==> config.mk <==
export PLATFORM = sky130hd
export DESIGN_NAME = keyscan_ctrl
export DESIGN_NICKNAME = d
export VERILOG_FILES = /design/src/rtl/keyscan_pkg.sv /design/src/rtl/keyscan_evt_fifo.sv /design/src/rtl/keyscan_ctrl.sv
export SDC_FILE = /design/constraint.sdc
export NUM_CORES = 1
export LEC_CHECK = 0
export ABC_CLOCK_PERIOD_IN_PS = 3100
export CORE_MARGIN = 4
export CORE_UTILIZATION = 50
export CTS_CLUSTER_SIZE = 24
export DETAILED_ROUTE_END_ITERATION = 10
export PLACE_DENSITY = 0.68
export SETUP_SLACK_MARGIN = 0.1
export SKIP_LAST_GASP = 1
export SLEW_MARGIN = 25
export SYNTH_ARGS = -nofsm -noshare
export SYNTH_HDL_FRONTEND = slang
export SYNTH_HIERARCHICAL = 1
export SYNTH_SLANG_ARGS = --single-unit
export TNS_END_PERCENT = 5
==> constraint.sdc <==
create_clock -name clk -period 3.1 [get_ports clk]
set_clock_uncertainty 0.15 [all_clocks]
set_input_delay 0.31 -clock clk [delete_from_list [all_inputs] [get_ports clk]]
set_output_delay 0.31 -clock clk [all_outputs]
set_load 0.01 [all_outputs]
==> src/rtl/keyscan_pkg.sv <==
// Shared types and helpers for the keyscan debounce scheduler:
// scheduler state enum, event record and width helpers.
package keyscan_pkg;

  // Widest event code ever needed (up to 64 inputs).
  localparam int KS_CODE_W = 6;

  typedef enum logic [1:0] {
    IDLE   = 2'd0,
    TIME   = 2'd1,
    COMMIT = 2'd2
  } ks_state_e;

  typedef struct packed {
    logic [KS_CODE_W-1:0] code;
    logic                 press;
  } ks_evt_t;

  // Number of bits needed to represent v (at least 1).
  function automatic int GET_WIDTH(input int v);
    int w;
    w = 1;
    for (int i = 1; i < 31; i++) begin
      if ((v >> i) != 0) w = i + 1;
    end
    return w;
  endfunction

  // Ceiling log2, with a floor of 1 so a 2-entry space still gets a bit.
  function automatic int clog2(input int v);
    return (v <= 2) ? 1 : GET_WIDTH(v - 1);
  endfunction

endpackage

==> src/rtl/keyscan_evt_fifo.sv <==
// Small synchronous FIFO for press/release events. Head is shown
// combinationally from storage; empty FIFO presents all-zero data.
module keyscan_evt_fifo
  import keyscan_pkg::*;
#(
  parameter int DEPTH = 4,
  parameter int WIDTH = 5
) (
  input  logic             clk,
  input  logic             rst_n,
  input  logic             i_push,
  input  logic [WIDTH-1:0] i_data,
  input  logic             i_pop,
  output logic [WIDTH-1:0] o_data,
  output logic             o_full,
  output logic             o_empty
);

  localparam int AW = clog2(DEPTH);

  logic [WIDTH-1:0] r_mem [DEPTH];
  logic [AW-1:0]    r_wr;
  logic [AW-1:0]    r_rd;
  logic [AW:0]      r_count;
  logic             w_push;
  logic             w_pop;

  assign o_full  = (r_count == (AW+1)'(DEPTH));
  assign o_empty = (r_count == '0);
  assign w_push  = i_push && !o_full;
  assign w_pop   = i_pop && !o_empty;
  assign o_data  = o_empty ? '0 : r_mem[r_rd];

  // Event storage; contents are don't-care while empty.
  always_ff @(posedge clk) begin
    if (w_push) r_mem[r_wr] <= i_data;
  end

  // Read/write pointers and occupancy.
  always_ff @(posedge clk or negedge rst_n) begin
    if (!rst_n) begin
      r_wr    <= '0;
      r_rd    <= '0;
      r_count <= '0;
    end else begin
      if (w_push) r_wr <= r_wr + AW'(1);
      if (w_pop)  r_rd <= r_rd + AW'(1);
      if (w_push && !w_pop)      r_count <= r_count + (AW+1)'(1);
      else if (w_pop && !w_push) r_count <= r_count - (AW+1)'(1);
    end
  end

endmodule

==> src/rtl/keyscan_ctrl.sv <==
// Debounce scheduler: one shared timer is locked onto one unstable input
// at a time (round-robin scan), and the clean level is committed once the
// input has held for CLK_COUNT cycles. Changes are queued as events.
// Optional macro KEYSCAN_SYNC_EN adds a 2-flop synchroniser on sig_i.
module keyscan_ctrl
  import keyscan_pkg::*;
#(
  parameter int   N          = 16,
  parameter int   CLK_FREQ   = 100,
  parameter int   JITTER_MAX = 10000,
  parameter logic INIT_VALUE = 1'b0,
  parameter int   DEPTH      = 4,
  localparam int  IDX_W      = clog2(N)
) (
  input  logic             clk,
  input  logic             rst_n,
  input  logic [N-1:0]     sig_i,
  output logic [N-1:0]     sig_o,
  output logic             evt_valid,
  input  logic             evt_ready,
  output logic [IDX_W-1:0] evt_code,
  output logic             evt_press,
  output logic             busy,
  output logic             ovf,
  input  logic             ovf_clr
);

  localparam int CLK_COUNT = CLK_FREQ * JITTER_MAX;
  localparam int CNT_W     = GET_WIDTH(CLK_COUNT - 1);
  localparam logic [CNT_W-1:0] CNT_LAST = CNT_W'(CLK_COUNT - 1);
  localparam logic [IDX_W-1:0] IDX_LAST = IDX_W'(N - 1);

  ks_state_e        r_state;
  ks_state_e        w_nxt_state;
  logic [IDX_W-1:0] r_ptr;
  logic [IDX_W-1:0] r_cur;
  logic [CNT_W-1:0] r_cnt;
  logic [N-1:0]     r_sig;
  logic             r_ovf;
  logic [N-1:0]     w_raw;
  logic             w_lock;
  logic             w_scan;
  logic             w_abort;
  logic             w_cnt_inc;
  logic             w_commit;
  logic             w_busy;
  logic             w_full;
  logic             w_empty;
  logic             w_push;
  logic             w_pop;
  logic [IDX_W:0]   w_fifo_din;
  logic [IDX_W:0]   w_fifo_dout;
  ks_evt_t          w_head;
  logic             w_unused_head;

  function automatic logic [IDX_W-1:0] f_next_idx(input logic [IDX_W-1:0] i);
    return (i == IDX_LAST) ? '0 : i + IDX_W'(1);
  endfunction

`ifdef KEYSCAN_SYNC_EN
  logic [N-1:0] r_sync1;
  logic [N-1:0] r_sync2;

  // Two-flop synchroniser bringing the raw pins into the clk domain.
  always_ff @(posedge clk or negedge rst_n) begin
    if (!rst_n) begin
      r_sync1 <= {N{INIT_VALUE}};
      r_sync2 <= {N{INIT_VALUE}};
    end else begin
      r_sync1 <= sig_i;
      r_sync2 <= r_sync1;
    end
  end

  assign w_raw = r_sync2;
`else
  assign w_raw = sig_i;
`endif

  // Scheduler state register.
  always_ff @(posedge clk or negedge rst_n) begin
    if (!rst_n) r_state <= IDLE;
    else        r_state <= w_nxt_state;
  end

  // Next-state decode and per-state action strobes.
  always_comb begin
    w_nxt_state = r_state;
    w_lock      = 1'b0;
    w_scan      = 1'b0;
    w_abort     = 1'b0;
    w_cnt_inc   = 1'b0;
    w_commit    = 1'b0;
    w_busy      = 1'b0;
    case (r_state)
      IDLE: begin
        if (w_raw[r_ptr] != r_sig[r_ptr]) begin
          w_lock      = 1'b1;
          w_nxt_state = TIME;
        end else begin
          w_scan = 1'b1;
        end
      end
      TIME: begin
        w_busy = 1'b1;
        if (w_raw[r_cur] == r_sig[r_cur]) begin
          w_abort     = 1'b1;
          w_nxt_state = IDLE;
        end else if (r_cnt == CNT_LAST) begin
          w_nxt_state = COMMIT;
        end else begin
          w_cnt_inc = 1'b1;
        end
      end
      COMMIT: begin
        w_busy      = 1'b1;
        w_commit    = 1'b1;
        w_nxt_state = IDLE;
      end
      default: w_nxt_state = IDLE;
    endcase
  end

  // Scan pointer, locked index and jitter-window counter.
  always_ff @(posedge clk or negedge rst_n) begin
    if (!rst_n) begin
      r_ptr <= '0;
      r_cur <= '0;
      r_cnt <= '0;
    end else begin
      if (w_lock) begin
        r_cur <= r_ptr;
        r_cnt <= '0;
      end
      if (w_scan)              r_ptr <= f_next_idx(r_ptr);
      if (w_abort || w_commit) r_ptr <= f_next_idx(r_cur);
      if (w_cnt_inc)           r_cnt <= r_cnt + CNT_W'(1);
    end
  end

  // Clean levels and sticky overflow; a set beats a same-cycle clear.
  always_ff @(posedge clk or negedge rst_n) begin
    if (!rst_n) begin
      r_sig <= {N{INIT_VALUE}};
      r_ovf <= 1'b0;
    end else begin
      if (w_commit) r_sig[r_cur] <= ~r_sig[r_cur];
      if (w_commit && w_full) r_ovf <= 1'b1;
      else if (ovf_clr)       r_ovf <= 1'b0;
    end
  end

  // Fullness is taken before any same-cycle pop, so a full FIFO drops.
  assign w_push     = w_commit && !w_full;
  assign w_pop      = !w_empty && evt_ready;
  assign w_fifo_din = {r_cur, ~r_sig[r_cur]};

  keyscan_evt_fifo #(
    .DEPTH (DEPTH),
    .WIDTH (IDX_W + 1)
  ) u_fifo (
    .clk     (clk),
    .rst_n   (rst_n),
    .i_push  (w_push),
    .i_data  (w_fifo_din),
    .i_pop   (w_pop),
    .o_data  (w_fifo_dout),
    .o_full  (w_full),
    .o_empty (w_empty)
  );

  assign w_head.code   = KS_CODE_W'(w_fifo_dout[IDX_W:1]);
  assign w_head.press  = w_fifo_dout[0];
  assign w_unused_head = ^w_head.code;

  assign sig_o     = r_sig;
  assign evt_valid = !w_empty;
  assign evt_code  = w_head.code[IDX_W-1:0];
  assign evt_press = w_head.press;
  assign busy      = w_busy;
  assign ovf       = r_ovf;

endmodule

==> flow_summary.json <==
{
  "chipHeight_um": 102,
  "vias": 3069,
  "drc_errors": 0,
  "crit_path_max_fanout": 10,
  "min_path_type": "register to register",
  "syn_area_sq_um": 4410,
  "finalPower_w": 0.00398,
  "end_kind": "register",
  "start_util_pct": 52.6,
  "grt_pass1_wl_um": 15800,
  "dp_hpwl_um": 6680,
  "antenna_found_initial": 0,
  "synth_nets": 407,
  "layout-drive-gt1-share_pct": 19.1,
  "nFillCells": 678,
  "cts_tree": "done",
  "post_cts.repair.setup_buffers": 0,
  "setup_violations": 0,
  "rsz0062_at_grt": "false",
  "crit_type": "register to register",
  "cap_violations": 0,
  "synth_edf_count": 20,
  "fin_crit_sh_pct": 90.4,
  "ctsHtreeMaxLevel": 3,
  "wl_per_cell_um": 17.4,
  "yosys_register_bits": 74,
  "grt.total_usage_pct": 19.5,
  "cts_sinks": 74,
  "synth_top_area_share_pct": 30.7,
  "firstDrtPassIters": 4,
  "status": "finished clean",
  "crit_slowest_cell": "mux4_1",
  "grt-ovfl-total": 0,
  "cp_top_family": "multiplexers",
  "ys_seq_area_share_pct": 44.3,
  "cts_root_buf": "clkbuf_8",
  "cts_inserted_buffers": 9,
  "port_buffers": 43,
  "die_area_sq_um": 10400,
  "num_antenna_cells": 0,
  "slew_headroom_pct": 52.3,
  "grt_pass1_vias": 3139,
  "netlist_instances": 372,
  "synth_cell_types": 57,
  "netlist_top_cells_area": "dfrtp_1 (31%), edfxtp_1 (14%), mux4_2 (9.2%)",
  "ys_async_sr_fraction_pct": 73.0,
  "reg2reg_slack_ns": 0.30,
  "core_sq_um": 8380,
  "p_leak_nw": 2.13,
  "finalMaxSlewViolations": 0,
  "crit_required_ns": 3.18,
  "die_w_um": 102,
  "hold_violations": 0,
  "crit_chain": "mux4_1, mux2i_1, xor2_2, a22oi_1, buf_4, and3_1, a311o_1",
  "critPathBufInv": 1,
  "drt-total-wl_um": 9210,
  "irDropWorstVdd_mv": 0.426,
  "antenna_left": 0,
  "nets": 453,
  "yosys.area.top_type": "dfrtp_1",
  "yosysWarnings": 6,
  "top_level_ports": 44,
  "path_clk_slew_ns": 0.08,
  "fin_crit_ns": 2.80,
  "power.density_nw_per_um2": 777,
  "syn_to_final_growth_pct": 16.4,
  "std_cell_rows": 33,
  "drt-vias-per-instance": 5.81,
  "syn_avg_cell_area_sq_um": 11.8,
  "drt_iter0_markers": 157,
  "gp_congestion": 0.799,
  "clk_latency_ns": 0.35,
  "tns_ns": 0,
  "max_stage_delay_ns": 0.59,
  "worst_slew_pin_slew_ns": 0.715,
  "fmax_ghz": 0.357,
  "cp.arrival_ns": 2.88,
  "grt_max_degree": 55,
  "ys.flop_type": "dfrtp_1",
  "clk_path_buf_depth": 2,
  "fin_util_pct": 61.2,
  "critPathLaunchType": "register"
}
==> logic make-up after synthesis <==
logic type,share of synthesized area (%)
muxes,19.5
AOI/OAI and AO/OA,7.16
buffers and inverters,4.40
adders and majority gates,4.43
xor gates and xnor gates,3.15
and+or+nand+nor,17.0
DFF,44.3
==> synthesized netlist by cell type (all sizes together) (2+ instances only) <==
cell and number:
or4b 2, ha 14, a22oi 3, a22o 2, mux2i 9, nand2 29
and4 2, mux2 25, nor3 17, a21oi 3, dfrtp 54, a221o 5
o22a 2, inv 13, nor3b 5, a21o 2, nand4 6, o21ai 9
xor2 7, nand3 19, nor2b 8, mux4 21, edfxtp 20, a211o 8
buf 14, and2 14, nor2 22, xnor2 8, or2 2, clkbuf 7
nand2b 3, nand3b 2, nand4b 3
==> power by group <==
| part | internal (W) | switching, W | leakage, nW |
|---|---|---|---|
| Combinational | 0.000868 | 0.000884 | 1.13 |
| Sequential | 0.00116 | 0.000276 | 0.900 |
| Clock | 0.000387 | 0.000407 | 0.103 |
==> flip-flops by register name, indices dropped and copies added, names as in the netlist, 3 cells and up <==
signal,flops
u_fifo/r_count,3
r_cur,4
sig_o,16
u_fifo/r_mem,20
r_ptr,4
r_cnt,20
==> cells in the final DEF (no fill, tap or decap), types with 9 or more instances in the layout <==
cell and count:
edfxtp_1 20, nor2_1 22, inv_1 13, mux2_2 23, and2_1 13, nor3_1 17, mux2i_1 9, clkdlybuf4s50_1 42
nand3_1 19, nand2_1 28, dfrtp_1 52, buf_4 12, mux4_2 18, clkbuf_8 9, ha_1 14
==> path summary, 6_finish.rpt <==
| path | cells after the start | start | endpoint |
|---|---|---|---|
| hold reg to reg | 1 | u_fifo/r_count[2]$_DFFE_PN0P_ | u_fifo/r_count[2]$_DFFE_PN0P_ |
| max in group asynchronous | 3 | rst_n | r_ptr[0]$_DFFE_PN0P_ |
| setup / recovery | 7 | r_ptr[0]$_DFFE_PN0P_ | r_cnt[5]$_DFFE_PN0P_ |
| min in group asynchronous | 3 | rst_n | sig_o[11]$_DFFE_PN0P_ |
| hold / removal | 1 | u_fifo/r_count[2]$_DFFE_PN0P_ | u_fifo/r_count[2]$_DFFE_PN0P_ |
| setup reg to reg | 7 | r_ptr[0]$_DFFE_PN0P_ | r_cnt[5]$_DFFE_PN0P_ |
==> routing by layer <==
| metal | up-vias | part of all wire [%] | GRT usage (%) |
|---|---|---|---|
| li1 | 1468 | - | - |
| met5 | - | 0 | 0 |
| met2 | 74 | 46 | 29.5 |
| met3 | 8 | 4.4 | 4.78 |
| met1 | 1519 | 49 | 28.9 |
| met4 | 0 | 0.87 | 4.34 |
==> per-stage QoR <==
step,hold WS (ns),area [sq um],worst slack (ns),std cells
after global placement,0.310,4910,0.198,511
after floorplan,-0.136,4410,0.442,372
after global routing,0.360,5130,0.161,528
final,0.338,5130,0.298,528
after detailed placement,0.333,4910,0.144,511
after CTS,0.344,5120,0.124,528
==> what timing repair did <==
action                                  CTS  global route
endpoints found under the setup margin    0            17
gates resized for setup                   0             2
endpoints found under the hold margin    54             0
hold buffers                              1             0
==> final cells by class <==
cell class,instances,area [sq um],area share (%)
Sequential cell,74,1950,38.1
Timing Repair Buffer,56,526,10.2
Multi-Input combinational cell,264,2260,44.1
Inverter,13,48.8,0.952
Clock inverter,7,83.8,1.63
Clock buffer,9,124,2.42
Tap cell,105,131,2.56
(Power assumes the default switching activity.)
